<file path="config.mk">
export PLATFORM = sky130hd
export DESIGN_NAME = matrix_uart_input_parser
export DESIGN_NICKNAME = d
export VERILOG_FILES = /design/src/rtl/matrix_uart_input_parser.sv
export SDC_FILE = /design/constraint.sdc
export NUM_CORES = 1
export LEC_CHECK = 0
export ABC_AREA = 0
export ABC_CLOCK_PERIOD_IN_PS = 2400
export CAP_MARGIN = 20
export CORE_MARGIN = 3
export CORE_UTILIZATION = 35
export CTS_CLUSTER_SIZE = 12
export DETAILED_ROUTE_END_ITERATION = 10
export PLACE_DENSITY = 0.61
export SYNTH_ARGS = -nofsm -noshare
export SYNTH_HDL_FRONTEND = slang
export SYNTH_SLANG_ARGS = --single-unit
</file>
<file path="constraint.sdc">
create_clock -name clk -period 2.4 [get_ports clk]
set_input_delay 0.36 -clock clk [delete_from_list [all_inputs] [get_ports clk]]
set_output_delay 0.36 -clock clk [all_outputs]
set_load 0.03 [all_outputs]
</file>
<file path="src/rtl/matrix_uart_input_parser.sv">
// matrix_uart_input_parser
// Parses an ASCII byte stream from the UART receiver into a matrix. The stream
// holds whitespace/comma separated decimal tokens: row count, column count, then
// rows*cols elements in row-major order. Each element goes out on a one-cycle
// storage write strobe. Completion (done) or an abort (err + err_code) is
// reported to the top-level FSM.
//
// Ports:
//   clk, rst_n           clock, asynchronous active-low reset
//   start_req            arms the parser while idle (ignored while busy)
//   busy                 high from arm until done/err
//   rx_valid, rx_data    one-cycle received-byte strobe and byte
//   dim_valid            pulse once both dimensions are accepted
//   dim_row, dim_col     accepted dimensions
//   wr_en                element write strobe
//   wr_row, wr_col       0-based element indices
//   wr_data              element value
//   done                 pulse with the last element write
//   err, err_code        abort pulse: 00 timeout, 01 illegal char,
//                        10 dimension out of range, 11 element out of range
//
// Optional: define MATRIX_PARSER_TIMEOUT_EN to abort with code 00 after
// TIMEOUT_CYCLES clocks without a received byte while busy.
module matrix_uart_input_parser #(
  parameter int unsigned MAX_SIZE       = 5,
  parameter int unsigned DATA_WIDTH     = 8,
  parameter int unsigned MAX_VAL        = 9,
  parameter int unsigned TIMEOUT_CYCLES = 100000000
) (
  input  logic                  clk,
  input  logic                  rst_n,
  input  logic                  start_req,
  output logic                  busy,
  input  logic                  rx_valid,
  input  logic [7:0]            rx_data,
  output logic                  dim_valid,
  output logic [2:0]            dim_row,
  output logic [2:0]            dim_col,
  output logic                  wr_en,
  output logic [2:0]            wr_row,
  output logic [2:0]            wr_col,
  output logic [DATA_WIDTH-1:0] wr_data,
  output logic                  done,
  output logic                  err,
  output logic [1:0]            err_code
);

  typedef enum logic [1:0] {StIdle, StGetRows, StGetCols, StGetElem} state_e;

  localparam logic [1:0] ErrTimeout = 2'b00;
  localparam logic [1:0] ErrChar    = 2'b01;
  localparam logic [1:0] ErrDim     = 2'b10;
  localparam logic [1:0] ErrElem    = 2'b11;

  state_e                state_q, state_d;
  logic [7:0]            acc_q, acc_d;
  logic                  pend_q, pend_d, ovf_q, ovf_d;
  logic [2:0]            row_idx_q, row_idx_d, col_idx_q, col_idx_d;
  logic [2:0]            dim_row_q, dim_row_d, dim_col_q, dim_col_d;
  logic                  busy_q, busy_d, dim_valid_q, dim_valid_d;
  logic                  wr_en_q, wr_en_d, done_q, done_d, err_q, err_d;
  logic [2:0]            wr_row_q, wr_row_d, wr_col_q, wr_col_d;
  logic [DATA_WIDTH-1:0] wr_data_q, wr_data_d;
  logic [1:0]            err_code_q, err_code_d;

  logic        is_digit, is_sep;
  logic [11:0] acc_mac;
  logic        fail;
  logic [1:0]  fail_code;
  logic        dim_ok;

  assign is_digit = (rx_data >= 8'h30) && (rx_data <= 8'h39);
  assign is_sep   = rx_data inside {8'h20, 8'h09, 8'h0D, 8'h0A, 8'h2C};
  // Worst case 255*10+9 fits in 12 bits, so the overflow test is exact.
  assign acc_mac  = {4'b0, acc_q} * 12'd10 + {8'b0, rx_data[3:0]};
  assign dim_ok   = !ovf_q && (acc_q >= 8'd1) && (acc_q <= 8'(MAX_SIZE));

`ifdef MATRIX_PARSER_TIMEOUT_EN
  localparam int unsigned TmoW = $clog2(TIMEOUT_CYCLES + 1);
  logic [TmoW-1:0] tmo_q, tmo_d;

  always_comb begin
    tmo_d = '0;
    if (busy_q && !rx_valid) tmo_d = tmo_q + TmoW'(1);
  end

  always_ff @(posedge clk or negedge rst_n) begin
    if (!rst_n) tmo_q <= '0;
    else        tmo_q <= tmo_d;
  end
`else
  logic unused_timeout;
  assign unused_timeout = ^TIMEOUT_CYCLES;
`endif

  always_comb begin
    state_d     = state_q;
    acc_d       = acc_q;
    pend_d      = pend_q;
    ovf_d       = ovf_q;
    row_idx_d   = row_idx_q;
    col_idx_d   = col_idx_q;
    dim_row_d   = dim_row_q;
    dim_col_d   = dim_col_q;
    busy_d      = busy_q;
    dim_valid_d = 1'b0;
    wr_en_d     = 1'b0;
    wr_row_d    = wr_row_q;
    wr_col_d    = wr_col_q;
    wr_data_d   = wr_data_q;
    done_d      = 1'b0;
    err_d       = 1'b0;
    err_code_d  = 2'b00;
    fail        = 1'b0;
    fail_code   = ErrChar;

    if (state_q == StIdle) begin
      if (start_req) begin
        busy_d    = 1'b1;
        acc_d     = '0;
        pend_d    = 1'b0;
        ovf_d     = 1'b0;
        row_idx_d = '0;
        col_idx_d = '0;
        state_d   = StGetRows;
      end
    end else if (rx_valid) begin
      if (is_digit) begin
        acc_d  = acc_mac[7:0];
        pend_d = 1'b1;
        if (acc_mac > 12'd255) ovf_d = 1'b1;
      end else if (!is_sep) begin
        fail      = 1'b1;
        fail_code = ErrChar;
      end else if (pend_q) begin
        acc_d  = '0;
        pend_d = 1'b0;
        ovf_d  = 1'b0;
        unique case (state_q)
          StGetRows: begin
            if (dim_ok) begin
              dim_row_d = acc_q[2:0];
              state_d   = StGetCols;
            end else begin
              fail      = 1'b1;
              fail_code = ErrDim;
            end
          end
          StGetCols: begin
            if (dim_ok) begin
              dim_col_d   = acc_q[2:0];
              dim_valid_d = 1'b1;
              row_idx_d   = '0;
              col_idx_d   = '0;
              state_d     = StGetElem;
            end else begin
              fail      = 1'b1;
              fail_code = ErrDim;
            end
          end
          default: begin
            if (ovf_q || (acc_q > 8'(MAX_VAL))) begin
              fail      = 1'b1;
              fail_code = ErrElem;
            end else begin
              wr_en_d   = 1'b1;
              wr_row_d  = row_idx_q;
              wr_col_d  = col_idx_q;
              wr_data_d = DATA_WIDTH'(acc_q);
              if (col_idx_q == dim_col_q - 3'd1) begin
                col_idx_d = '0;
                if (row_idx_q == dim_row_q - 3'd1) begin
                  done_d  = 1'b1;
                  busy_d  = 1'b0;
                  state_d = StIdle;
                end else begin
                  row_idx_d = row_idx_q + 3'd1;
                end
              end else begin
                col_idx_d = col_idx_q + 3'd1;
              end
            end
          end
        endcase
      end
    end
`ifdef MATRIX_PARSER_TIMEOUT_EN
    else if (tmo_q == TmoW'(TIMEOUT_CYCLES - 1)) begin
      fail      = 1'b1;
      fail_code = ErrTimeout;
    end
`endif

    if (fail) begin
      err_d      = 1'b1;
      err_code_d = fail_code;
      busy_d     = 1'b0;
      state_d    = StIdle;
    end
  end

  always_ff @(posedge clk or negedge rst_n) begin
    if (!rst_n) begin
      state_q     <= StIdle;
      acc_q       <= '0;
      pend_q      <= 1'b0;
      ovf_q       <= 1'b0;
      row_idx_q   <= '0;
      col_idx_q   <= '0;
      dim_row_q   <= '0;
      dim_col_q   <= '0;
      busy_q      <= 1'b0;
      dim_valid_q <= 1'b0;
      wr_en_q     <= 1'b0;
      wr_row_q    <= '0;
      wr_col_q    <= '0;
      wr_data_q   <= '0;
      done_q      <= 1'b0;
      err_q       <= 1'b0;
      err_code_q  <= 2'b00;
    end else begin
      state_q     <= state_d;
      acc_q       <= acc_d;
      pend_q      <= pend_d;
      ovf_q       <= ovf_d;
      row_idx_q   <= row_idx_d;
      col_idx_q   <= col_idx_d;
      dim_row_q   <= dim_row_d;
      dim_col_q   <= dim_col_d;
      busy_q      <= busy_d;
      dim_valid_q <= dim_valid_d;
      wr_en_q     <= wr_en_d;
      wr_row_q    <= wr_row_d;
      wr_col_q    <= wr_col_d;
      wr_data_q   <= wr_data_d;
      done_q      <= done_d;
      err_q       <= err_d;
      err_code_q  <= err_code_d;
    end
  end

  assign busy      = busy_q;
  assign dim_valid = dim_valid_q;
  assign dim_row   = dim_row_q;
  assign dim_col   = dim_col_q;
  assign wr_en     = wr_en_q;
  assign wr_row    = wr_row_q;
  assign wr_col    = wr_col_q;
  assign wr_data   = wr_data_q;
  assign done      = done_q;
  assign err       = err_q;
  assign err_code  = err_code_q;

endmodule

</file>
==> qor.yml <==
job:
  maxCapViolCount: 0
grt:
  grt_pass1_wl_um: 11070
  grt_pass1_vias: 2320
  antenna_found_initial: 0
  grt-ovfl-total: 0
  grtUsageTotal: 0.1534
  grt_max_degree: 21
power:
  ir_worst_vdd_mv: 0.2900
  leakagePower_nw: 1.830
  power_density_nw_per_um2: 611.9
cells_and_area:
  layout_commonest_cell: "dfrtp_1"
  synthToLayoutAreaGrowth_pct: 35.00
  final_util: 0.4884
  n_antenna_cell: 0
  num-fill-cells: 727
  nets: 384
  layout_common_cells: "dfrtp_1, buf_4, clkdlybuf4s50_1"
  final_cell_area_um2: 3794
  drive_gt1_frac: 0.2507
sta:
  max-slew-margin-rel: 0.7076
  rsz0062_at_grt: "no"
  hold_viol: 0
  holdWs_ns: 0.4877
  worst_pin_slew_ns: 0.4353
  min_period_over_period: 0.9586
  setup-violations-final: 0
  drv_slew: 0
  period_minus_slack_ns: 2.301
  fmax_mhz: 434.7
  finalSetupTns_ns: 0
  fin_skew_ns: 0.01251
drt:
  ant_nets: 0
  drc: 0
  routed_wl_um: 6473
  drt-initial-drc-count: 66
  dr.pass1.iters: 4
  routedWlPerCell_um: 14.42
  vias: 2263
  routed_via_density: 5.040
yosys:
  synthTopCellsByArea: "dfrtp_1, ha_1, mux2_4, mux2_2, xnor2_1"
  yosysUniqueCellTypes: 53
  synth.cell_area_um2: 2810
  syn_area_per_cell_um2: 10.60
  yosys_warnings: 0
  synth-seq-area-share: 0.4007
  syn_inst: 265
  ys_ff_latch: 45
  synthDominantCellAreaShare: 0.4007
  yosysTopAreaCell: "dfrtp_1"
  synth_edf_count: 0
  ys.flop_type: "dfrtp_1"
  synthArstFlopShare: 1.000
  synth_fp_nets: 303
place:
  post_dp_cell_area_um2: 3600
  dp_hpwl_um: 5131
  place.gp.congestion: 0.7750
  io_buffers: 38
floorplanning:
  die_x_um: 95.61
  fp.dieH_um: 95.61
  start_util: 0.3618
  dieArea_um2: 9140
  num_rows: 32
  design.core.area_um2: 7767
  ios: 39
cts:
  clk_latency_ns: 0.30
  cts_sinks: 45
  cts_tree: "built"
  cts.path.max_buffers: 2
  cts_buffers: 5
  clock-root-buffer: "clkbuf_8"
  cts_max_level: 2
  clk_pin_slew_ns: 0.10
critical_path:
  cp.required_ns: 2.59
  worst-r2r-cell-count: 8
  critPathCaptureType: "register"
  cp-startpoint: "state_q[1]$_DFFE_PN0P_"
  cp_max_fo: 5
  slowest_stage: "dfrtp_1"
  arrival_ns: 2.49
  path_cells: "inv_1, ha_1, nand2b_1, a21oi_2, o2111ai_4, o31a_1, nor2_2, mux2_4"
  critical_path_class: "reg -> reg"
  r2r_start: "state_q[1]$_DFFE_PN0P_"
  max_stage_delay_ns: 0.42
  worst_setup_path_start_kind: "register"
worst_hold_path:
  hold_path.class: "reg -> reg"
  min-delay-start: "wr_data[7]$_DFFE_PN0P_"
  hold-path-cell-count: 1
run_status:
  outcome: "finished, final reports clean"
==> path summary, 6_finish.rpt <==
kind,to,slack (ns)
setup / recovery,col_idx_q[0]$_DFFE_PN0P_,0.1
hold / removal,wr_data[7]$_DFFE_PN0P_,0.49
setup reg to reg,col_idx_q[0]$_DFFE_PN0P_,0.1
hold reg to reg,wr_data[7]$_DFFE_PN0P_,0.49
max in group asynchronous,row_idx_q[1]$_DFFE_PN0P_,1.32
min in group asynchronous,dim_row[2]$_DFFE_PN0P_,0.52
==> synthesized netlist by cell type, drive strengths merged, types with 10 or more instances <==
library cell,count
dfrtp,45
ha,24
inv,17
nor2,16
o21ai,16
mux2,15
nand2,15
a21oi,11
nor3,10
xnor2,10
==> where the power goes <==
part	total (W)	switching, W	internal, W
logic	0.000950	0.000511	0.000439
clock network	0.000485	0.000278	0.000207
registers	0.000886	0.0000641	0.000822
==> kinds of logic (layout without fill, tap and decap cells) <==
| group | after synthesis | count (layout) | share of synthesized area |
|---|---|---|---|
| flops | 45 | 45 | 0.4007 |
| simple gates | 80 | 80 | 0.1603 |
| fa+ha+maj | 26 | 26 | 0.1211 |
| xor+xnor | 13 | 13 | 0.05120 |
| buf+inv | 24 | 106 | 0.03740 |
| compound gates | 57 | 57 | 0.1420 |
| mux | 20 | 20 | 0.08727 |
==> routing by layer <==
| layer | part of all wire | global-route usage | vias up |
|---|---|---|---|
| met5 | 0 | 0 | - |
| met4 | 0.0080 | 0.03436 | 0 |
| met1 | 0.46 | 0.1998 | 1101 |
| li1 | - | - | 1125 |
| met2 | 0.50 | 0.2675 | 32 |
| met3 | 0.030 | 0.02289 | 5 |
==> flip-flops by register name, indices dropped and copies added, names as in the netlist <==
| name | cells |
|---|---|
| dim_row | 3 |
| wr_data | 8 |
| err | 1 |
| wr_en | 1 |
| state_q | 2 |
| wr_row | 3 |
| dim_valid | 1 |
| busy | 1 |
| wr_col | 3 |
| dim_col | 3 |
| done | 1 |
| err_code | 2 |
| row_idx_q | 3 |
| acc_q | 8 |
| ovf_q | 1 |
| pend_q | 1 |
| col_idx_q | 3 |
==> timing repair <==
item	in CTS	in global routing
setup endpoints to repair	0	18
setup buffers	0	1
resized for setup	0	20
hold buffers	1	0
hold endpoints to repair	10	0
==> per-stage QoR <==
step | power [W] | instances | setup slack [ns]
detailed placement | 0.001832 | 439 | -0.3059
global placement | 0.001818 | 439 | -0.2568
floorplan | 0.001478 | 265 | 0.003522
CTS | 0.002318 | 448 | 0.006845
finish | 0.002321 | 449 | 0.09945
global route | 0.002494 | 449 | 0.001595
==> worst max-delay path: cells and delay by family (launching register included) <==
family | cells | cell delay (ns)
adder cells (fa/ha/maj) | 1 | 0.23
flip-flops | 1 | 0.42
multiplexers | 1 | 0.31
buffers and inverters | 1 | 0.10
AND/OR/NAND/NOR | 2 | 0.36
AO/OA/AOI/OAI | 3 | 0.77
==> area by class of cell <==
type,instances,area (µm²),share of cell area
sequential,45,1126,0.2968
clock inverter,3,22.52,0.005937
clock buffer,5,68.82,0.01814
multi-input combinational,196,1662,0.4380
timing repair buffer,81,723.2,0.1906
inverter,17,63.81,0.01682
tap,102,127.6,0.03364
No activity file was read; power rests on OpenSTA's default activity.
